[src/rtl/rv32i_fetch_exec.sv]
// Single-cycle RV32I slice: PC register, decoder and ALU/result mux.
// Latency: all outputs combinational except i_addr (registered PC); no backpressure.
// Illegal opcodes (and branch funct3 2/3, JALR funct3!=0) retire as a no-op and advance PC by 4.
module rv32i_fetch_exec #(
    parameter logic [31:0] RESET_PC = 32'h0000_0000
) (
    input  logic        clk,
    input  logic        reset,
    input  logic [31:0] instruction,
    input  logic [31:0] rs1_data,
    input  logic [31:0] rs2_data,
    output logic [31:0] i_addr,
    output logic [4:0]  rs1_addr,
    output logic [4:0]  rs2_addr,
    output logic [4:0]  rd_addr,
    output logic        reg_write,
    output logic        mem_to_reg,
    output logic        mem_read,
    output logic        mem_write,
    output logic [2:0]  xfer_size,
    output logic [31:0] ex_result,
    output logic [31:0] store_data,
    output logic        illegal
);

    typedef enum logic [3:0] {
        ALU_ADD, ALU_SUB, ALU_SLL, ALU_SLT, ALU_SLTU,
        ALU_XOR, ALU_SRL, ALU_SRA, ALU_OR, ALU_AND
    } alu_op_t;

    logic [6:0]  opcode;
    logic [2:0]  funct3;
    logic [31:0] imm_i, imm_s, imm_b, imm_u, imm_j;
    logic [31:0] op_a, op_b, pc_plus4, target;
    logic        taken, br_eq, br_lt, br_ltu;
    alu_op_t     alu_op;

    assign opcode     = instruction[6:0];
    assign funct3     = instruction[14:12];
    assign rs1_addr   = instruction[19:15];
    assign rs2_addr   = instruction[24:20];
    assign rd_addr    = instruction[11:7];
    assign store_data = rs2_data;
    assign pc_plus4   = i_addr + 32'd4;

    assign imm_i = {{20{instruction[31]}}, instruction[31:20]};
    assign imm_s = {{20{instruction[31]}}, instruction[31:25], instruction[11:7]};
    assign imm_b = {{19{instruction[31]}}, instruction[31], instruction[7],
                    instruction[30:25], instruction[11:8], 1'b0};
    assign imm_u = {instruction[31:12], 12'b0};
    assign imm_j = {{11{instruction[31]}}, instruction[31], instruction[19:12],
                    instruction[20], instruction[30:21], 1'b0};

    assign br_eq  = (rs1_data == rs2_data);
    assign br_lt  = ($signed(rs1_data) < $signed(rs2_data));
    assign br_ltu = (rs1_data < rs2_data);

    // Decode: choose ALU operands/op, write-back and memory controls, and the PC redirect.
    always_comb begin
        op_a       = 32'd0;
        op_b       = 32'd0;
        alu_op     = ALU_ADD;
        reg_write  = 1'b0;
        mem_to_reg = 1'b0;
        mem_read   = 1'b0;
        mem_write  = 1'b0;
        xfer_size  = 3'd0;
        illegal    = 1'b0;
        taken      = 1'b0;
        target     = i_addr + imm_b;
        unique case (opcode)
            7'b0110111: begin op_b = imm_u; reg_write = 1'b1; end
            7'b0010111: begin op_a = i_addr; op_b = imm_u; reg_write = 1'b1; end
            7'b1101111: begin
                op_a = i_addr; op_b = 32'd4; reg_write = 1'b1;
                taken = 1'b1; target = i_addr + imm_j;
            end
            7'b1100111: begin
                if (funct3 == 3'd0) begin
                    op_a = i_addr; op_b = 32'd4; reg_write = 1'b1;
                    taken = 1'b1; target = (rs1_data + imm_i) & ~32'd1;
                end else begin
                    illegal = 1'b1;
                end
            end
            7'b1100011: begin
                op_a = rs1_data; op_b = rs2_data; alu_op = ALU_SUB;
                unique case (funct3)
                    3'd0:    taken = br_eq;
                    3'd1:    taken = !br_eq;
                    3'd4:    taken = br_lt;
                    3'd5:    taken = !br_lt;
                    3'd6:    taken = br_ltu;
                    3'd7:    taken = !br_ltu;
                    default: begin illegal = 1'b1; op_a = 32'd0; op_b = 32'd0; alu_op = ALU_ADD; end
                endcase
            end
            7'b0000011: begin
                op_a = rs1_data; op_b = imm_i; xfer_size = funct3;
                mem_read = 1'b1; mem_to_reg = 1'b1; reg_write = 1'b1;
            end
            7'b0100011: begin
                op_a = rs1_data; op_b = imm_s; xfer_size = funct3; mem_write = 1'b1;
            end
            7'b0010011, 7'b0110011: begin
                op_a      = rs1_data;
                op_b      = opcode[5] ? rs2_data : imm_i;
                reg_write = 1'b1;
                unique case (funct3)
                    3'd0:    alu_op = (opcode[5] && instruction[30]) ? ALU_SUB : ALU_ADD;
                    3'd1:    alu_op = ALU_SLL;
                    3'd2:    alu_op = ALU_SLT;
                    3'd3:    alu_op = ALU_SLTU;
                    3'd4:    alu_op = ALU_XOR;
                    3'd5:    alu_op = instruction[30] ? ALU_SRA : ALU_SRL;
                    3'd6:    alu_op = ALU_OR;
                    default: alu_op = ALU_AND;
                endcase
            end
            default: illegal = 1'b1;
        endcase
    end

    always_comb begin
        ex_result = 32'd0;
        unique case (alu_op)
            ALU_ADD:  ex_result = op_a + op_b;
            ALU_SUB:  ex_result = op_a - op_b;
            ALU_SLL:  ex_result = op_a << op_b[4:0];
            ALU_SLT:  ex_result = {31'd0, $signed(op_a) < $signed(op_b)};
            ALU_SLTU: ex_result = {31'd0, op_a < op_b};
            ALU_XOR:  ex_result = op_a ^ op_b;
            ALU_SRL:  ex_result = op_a >> op_b[4:0];
            ALU_SRA:  ex_result = $signed(op_a) >>> op_b[4:0];
            ALU_OR:   ex_result = op_a | op_b;
            default:  ex_result = op_a & op_b;
        endcase
    end

    always_ff @(posedge clk or negedge reset) begin
        if (!reset) i_addr <= RESET_PC;
        else        i_addr <= taken ? target : pc_plus4;
    end

endmodule

[config.mk]
export PLATFORM = sky130hd
export DESIGN_NAME = rv32i_fetch_exec
export DESIGN_NICKNAME = d
export VERILOG_FILES = /design/src/rtl/rv32i_fetch_exec.sv
export SDC_FILE = /design/constraint.sdc
export NUM_CORES = 1
export LEC_CHECK = 0
export BUFFER_PORTS_ARGS = -buffer_cell sky130_fd_sc_hd__buf_2
export CAP_MARGIN = 5
export CORE_ASPECT_RATIO = 1.25
export CORE_MARGIN = 2
export CORE_UTILIZATION = 62
export CTS_CLUSTER_SIZE = 16
export DETAILED_ROUTE_END_ITERATION = 10
export PLACE_DENSITY = 0.91
export SLEW_MARGIN = 5
export SYNTH_ARGS = -nofsm -noshare
export SYNTH_HDL_FRONTEND = slang
export SYNTH_SLANG_ARGS = --single-unit
[constraint.sdc]
create_clock -name clk -period 4.8 [get_ports clk]
set_input_delay 0 -clock clk [delete_from_list [all_inputs] [get_ports clk]]
set_output_delay 0 -clock clk [all_outputs]
set_load 0.02 [all_outputs]
==> results of run 1 <==
==> routing by layer <==
| metal | GRT usage [%] | overflow |
|---|---|---|
| met5 | 17.9 | 0 |
| met4 | 57.8 | 8 |
| met3 | 39.6 | 0 |
| met2 | 77.8 | 8 |
| met1 | 60.0 | 0 |
==> metrics by stage <==
stage | hold slack [ps] | cell area [sq um] | util, %
after global placement | 120 | 18500 | 68.9
after floorplan | -296 | 17100 | -
after CTS | 226 | 18700 | 69.5
after detailed placement | 134 | 18500 | 68.9
==> cell families after synthesis <==
kind of cell,after synthesis
xor+xnor,110
other cells,1
simple gates,685
buf+inv,345
flops,31
compound gates,958
fa+ha+maj,208
mux,141
==> repair_timing <==
action / 4_1_cts
hold endpoints to repair: 31
hold buffers: 1
endpoints found under the setup margin: 0
==> flow_summary.ini, run 1 <==
[floorplan]
io_pins = 217
die_height_um = 189
std_cell_rows = 67
initial_core_util_pct = 63.4
die_w_um = 152

[yosys]
synth_warnings = 0
seq_area_frac_synth_pct = 4.55
synth_area_leader_cell = ha_1
synth-xor-area-share_pct = 5.65
synth_commonest_cells = a21oi_1 (239), nor2_1 (232), ha_1 (203), nand2_1 (191), o21ai_0 (154)
synth_seq_cells = 31
avgSynthCellArea_sq_um = 6.88
synth_cell_type_count = 100
synthSimpleGateAreaFrac_pct = 18.4
synth-compound-area-share_pct = 38.1
yosys.area_share.adder_pct = 15.5
yosysMostFrequentCell = a21oi_1
synth_ff_type = dfrtp_1
synthArstFlopShare_pct = 100
syn-instance-count = 2479
muxShareOfSynthArea_pct = 8.45
yosys.area.top_type_share_pct = 14.9
synth_top_family_by_area = compound AO/OA/AOI/OAI gates
syn-num-nets = 2785
synth_edf_count = 0
post_synth_instance_area_sq_um = 17100
synth_area_leaders = ha_1 (15%), a21oi_1 (7.0%), mux2i_1 (6.9%)

[run_status]
haltStage = 5_1_grt
first-error = [ERROR GRT-0116] Global routing finished with congestion. Check the congestion regions in the DRC Viewer.
status = aborted with a tool error

[placement]
gp_congestion = 1.35
dp_cells = 2964
port_buffers = 215
post-dp-hpwl_mm = 62.1
pre_cts_ws_ps = 115

[global_route]
grt_use_total_pct = 59.2
grt_pass1_wl_mm = 135
overflow = 16
grt_pass1_vias = 23600
grt_max_degree = 73

[clock_network]
root_buffer = clkbuf_16
numClockSinks = 31
cts_buffer_depth = 2
h-tree-depth = 2
cts_resized = 0
cts_made_buffers = 5
cts_setup_buffers = 0
==> run 2, diff against run 1 <==
--- a/config.mk
+++ b/config.mk
@@ -7,12 +7,10 @@
 export LEC_CHECK = 0
 export BUFFER_PORTS_ARGS = -buffer_cell sky130_fd_sc_hd__buf_2
 export CAP_MARGIN = 5
-export CORE_ASPECT_RATIO = 1.25
 export CORE_MARGIN = 2
-export CORE_UTILIZATION = 62
-export CTS_CLUSTER_SIZE = 16
+export CORE_UTILIZATION = 40
 export DETAILED_ROUTE_END_ITERATION = 10
-export PLACE_DENSITY = 0.91
+export PLACE_DENSITY_LB_ADDON = 0.15
 export SLEW_MARGIN = 5
 export SYNTH_ARGS = -nofsm -noshare
 export SYNTH_HDL_FRONTEND = slang
==> flow_summary.ini, run 2 <==
[layout]
multi_input_area_sq_um = 14800
reg_top3 = i_addr x31
nNetsFinal = 3047
areaGrowthSynthToFinish_pct = 16.8
ff_latch_area_sq_um = 776
final_cell_mix = a21oi_1 (239), buf_4 (239), nor2_1 (230)
largest_reg_flops = 31
drive_above_1_share_pct = 20.6
n_fill_cell = 4439
fin_util_pct = 47.4
largest_register = i_addr

[clock_network]
numClockSinks = 31
clock_latency_ps = 300
cts_buffer_depth = 2
root_buffer = clkbuf_16
cts_tree = done
cts_made_buffers = 5
h-tree-depth = 2

[yosys]
synth_cell_type_count = 100
synth_commonest_cells = a21oi_1 (239), nor2_1 (232), ha_1 (203), nand2_1 (191), o21ai_0 (154)
syn-num-nets = 2785
synth_edf_count = 0
yosysMostFrequentCell = a21oi_1
seq_area_frac_synth_pct = 4.55
synth_area_leader_cell = ha_1
avgSynthCellArea_sq_um = 6.88
post_synth_instance_area_sq_um = 17100
synth_area_leaders = ha_1 (15%), a21oi_1 (7.0%), mux2i_1 (6.9%)
yosys.area.top_type_share_pct = 14.9
synthArstFlopShare_pct = 100
syn-instance-count = 2479
synth_ff_type = dfrtp_1
synth_seq_cells = 31
synth_warnings = 0

[route]
via_count = 22300
first_iter_violations = 2742
wirelength_mm = 104
via_per_inst = 6.80
drc_errors = 0
first_pass_iters = 6
drtAntennaViolNets = 0
routedWlPerCell_um = 31.5

[global_route]
overflow = 0
grt_max_degree = 57
grt_pass1_vias = 21400
grt_use_total_pct = 45.3
antenna_found_initial = 2
grt_pass1_wl_mm = 148

[floorplan]
coreArea_sq_um = 42000
die_w_um = 210
io_pins = 217
std_cell_rows = 75
die_height_um = 210
die-area_sq_um = 44300
initial_core_util_pct = 40.6

[sta]
fin_crit_sh_pct = 97.5
max_freq_mhz = 214
hold_viol_final = 0
finalClockSkew_ps = 6.83
slew_viol_final = 0
fin_crit_ps = 4680
tns_ps = 0
tightest_slew_ps = 1100
relSlewSlack_pct = 25.8
finalSetupViolCount = 0

[pwr]
p_seq_share_pct = 13.0
swShare_pct = 57.7
power_switching_mw = 2.88
p_total_mw = 4.99
clkPwrFrac_pct = 6.8
p_per_area_nw_per_um2 = 251
vdd_drop_max_mv = 0.336
p_leak_nw = 9.57
internal-power_mw = 2.11
combPwrFrac_pct = 80.2

[setup_path]
critical_path.cell_chain = buf_2 -> and4bb_4 -> nand2b_1 -> buf_4 -> o22ai_4 -> buf_4 -> inv_2 -> buf_4 -> nand2_1 -> a21oi_1 -> o22ai_1 -> o21ai_0 -> mux2i_1 -> nor2_1 -> a2111oi_1 -> buf_4 -> nor2_1 -> buf_2
cp_common_cell = buf_4
cp.arrival_ps = 4680
max_stage_delay_ps = 580
worstPathMaxFanout = 44
crit_family = buffers and inverters
path_class = in -> out
critical_path.slowest_cell = buf_4
cp.buffers_inverters = 7
start_kind = primary input
required_ps = 4800
crit_path_end_kind = primary output

[worst_hold_path]
min_path_type = in -> out

[placement]
post-dp-hpwl_mm = 84.5
gp_congestion = 1.13
port_buffers = 215

[run_status]
status = complete, no violations

[run]
maxCapViolations = 0
## run 2: worst reg2reg max path: cells and delay by family (launching register included)
family | cells | cell delay, ps
AO/OA/AOI/OAI | 6 | 2050
AND/OR/NAND/NOR | 3 | 720
flip-flops | 1 | 490
buffers and inverters | 2 | 450
adder cells (fa/ha/maj) | 1 | 270
multiplexers | 1 | 140
XOR/XNOR | 1 | 110
## run 2: layer usage
layer / routed length [um] / track usage, % / share of wire (%) / up-vias
li1: - / - / - / 9761
met1: 38300 / 53.7 / 37 / 10700
met2: 45700 / 72.9 / 44 / 1471
met3: 9790 / 8.13 / 9.5 / 410
met4: 9690 / 35.0 / 9.4 / 2
met5: 13 / 0 / 0.013 / -
## run 2: timing repair
action                                  CTS  global route
resized for setup                         5            23
endpoints found under the setup margin    5            10
gates cloned                              0             0
endpoints found under the hold margin    31             0
pin swaps                                 0             2
buffers inserted                          0             1
hold buffers                              1             0
## run 2: power by group through the flow
| stage | Sequential, mW | Combinational [mW] | Clock [mW] |
|---|---|---|---|
| final | 0.650 | 4.00 | 0.339 |
| after global routing | 0.652 | 4.28 | 0.344 |
| after CTS | 0.632 | 3.88 | 0.338 |
| after detailed placement | 0.637 | 3.85 | 0 |
| after global placement | 0.641 | 3.81 | 0 |
| after floorplan | 0.727 | 2.38 | 0 |
## run 2: cell families after synthesis
logic type | share of synthesized area, %
adder cells (fa/ha/maj) | 15.5
buffers and inverters | 9.36
AO/OA/AOI/OAI | 38.1
other | 0.0220
AND/OR/NAND/NOR | 18.4
multiplexers | 8.45
XOR/XNOR | 5.65
flip-flops | 4.55
## run 2: path summary, 6_finish.rpt
kind / startpoint / to / slack (ps) / depth (start not counted)
setup / recovery: instruction[2] / ex_result[13] / 120 / 18
hold / removal: rs2_data[4] / store_data[4] / 230 / 2
setup reg to reg: i_addr[2]$_DFF_PN0_ / i_addr[28]$_DFF_PN0_ / 450 / 14
hold reg to reg: i_addr[1]$_DFFE_PN0P_ / i_addr[1]$_DFFE_PN0P_ / 720 / 3
max in group asynchronous: reset / i_addr[1]$_DFFE_PN0P_ / 3880 / 2
min in group asynchronous: reset / i_addr[19]$_DFF_PN0_ / 360 / 2
## run 2: final cells by class
cell class / count / area share (%)
Clock inverter: 2 / 0.0628
Timing Repair Buffer: 458 / 14.8
Antenna cell: 1 / 0.0126
Tap cell: 539 / 3.39
Multi-Input combinational cell: 2103 / 74.6
Clock buffer: 6 / 0.647
Sequential cell: 31 / 3.89
Inverter: 142 / 2.68
## run 2: stage by stage
step	instance area [sq um]	setup WS, ps	std cells	hold WS (ps)
floorplan	17100	248	2479	-296
global placement	19600	-114	3271	159
detailed placement	19600	-173	3271	152
CTS	19800	16.3	3280	234
global route	19900	-5.72	3282	253
finish	19900	118	3282	232
(Power assumes the default switching activity.)
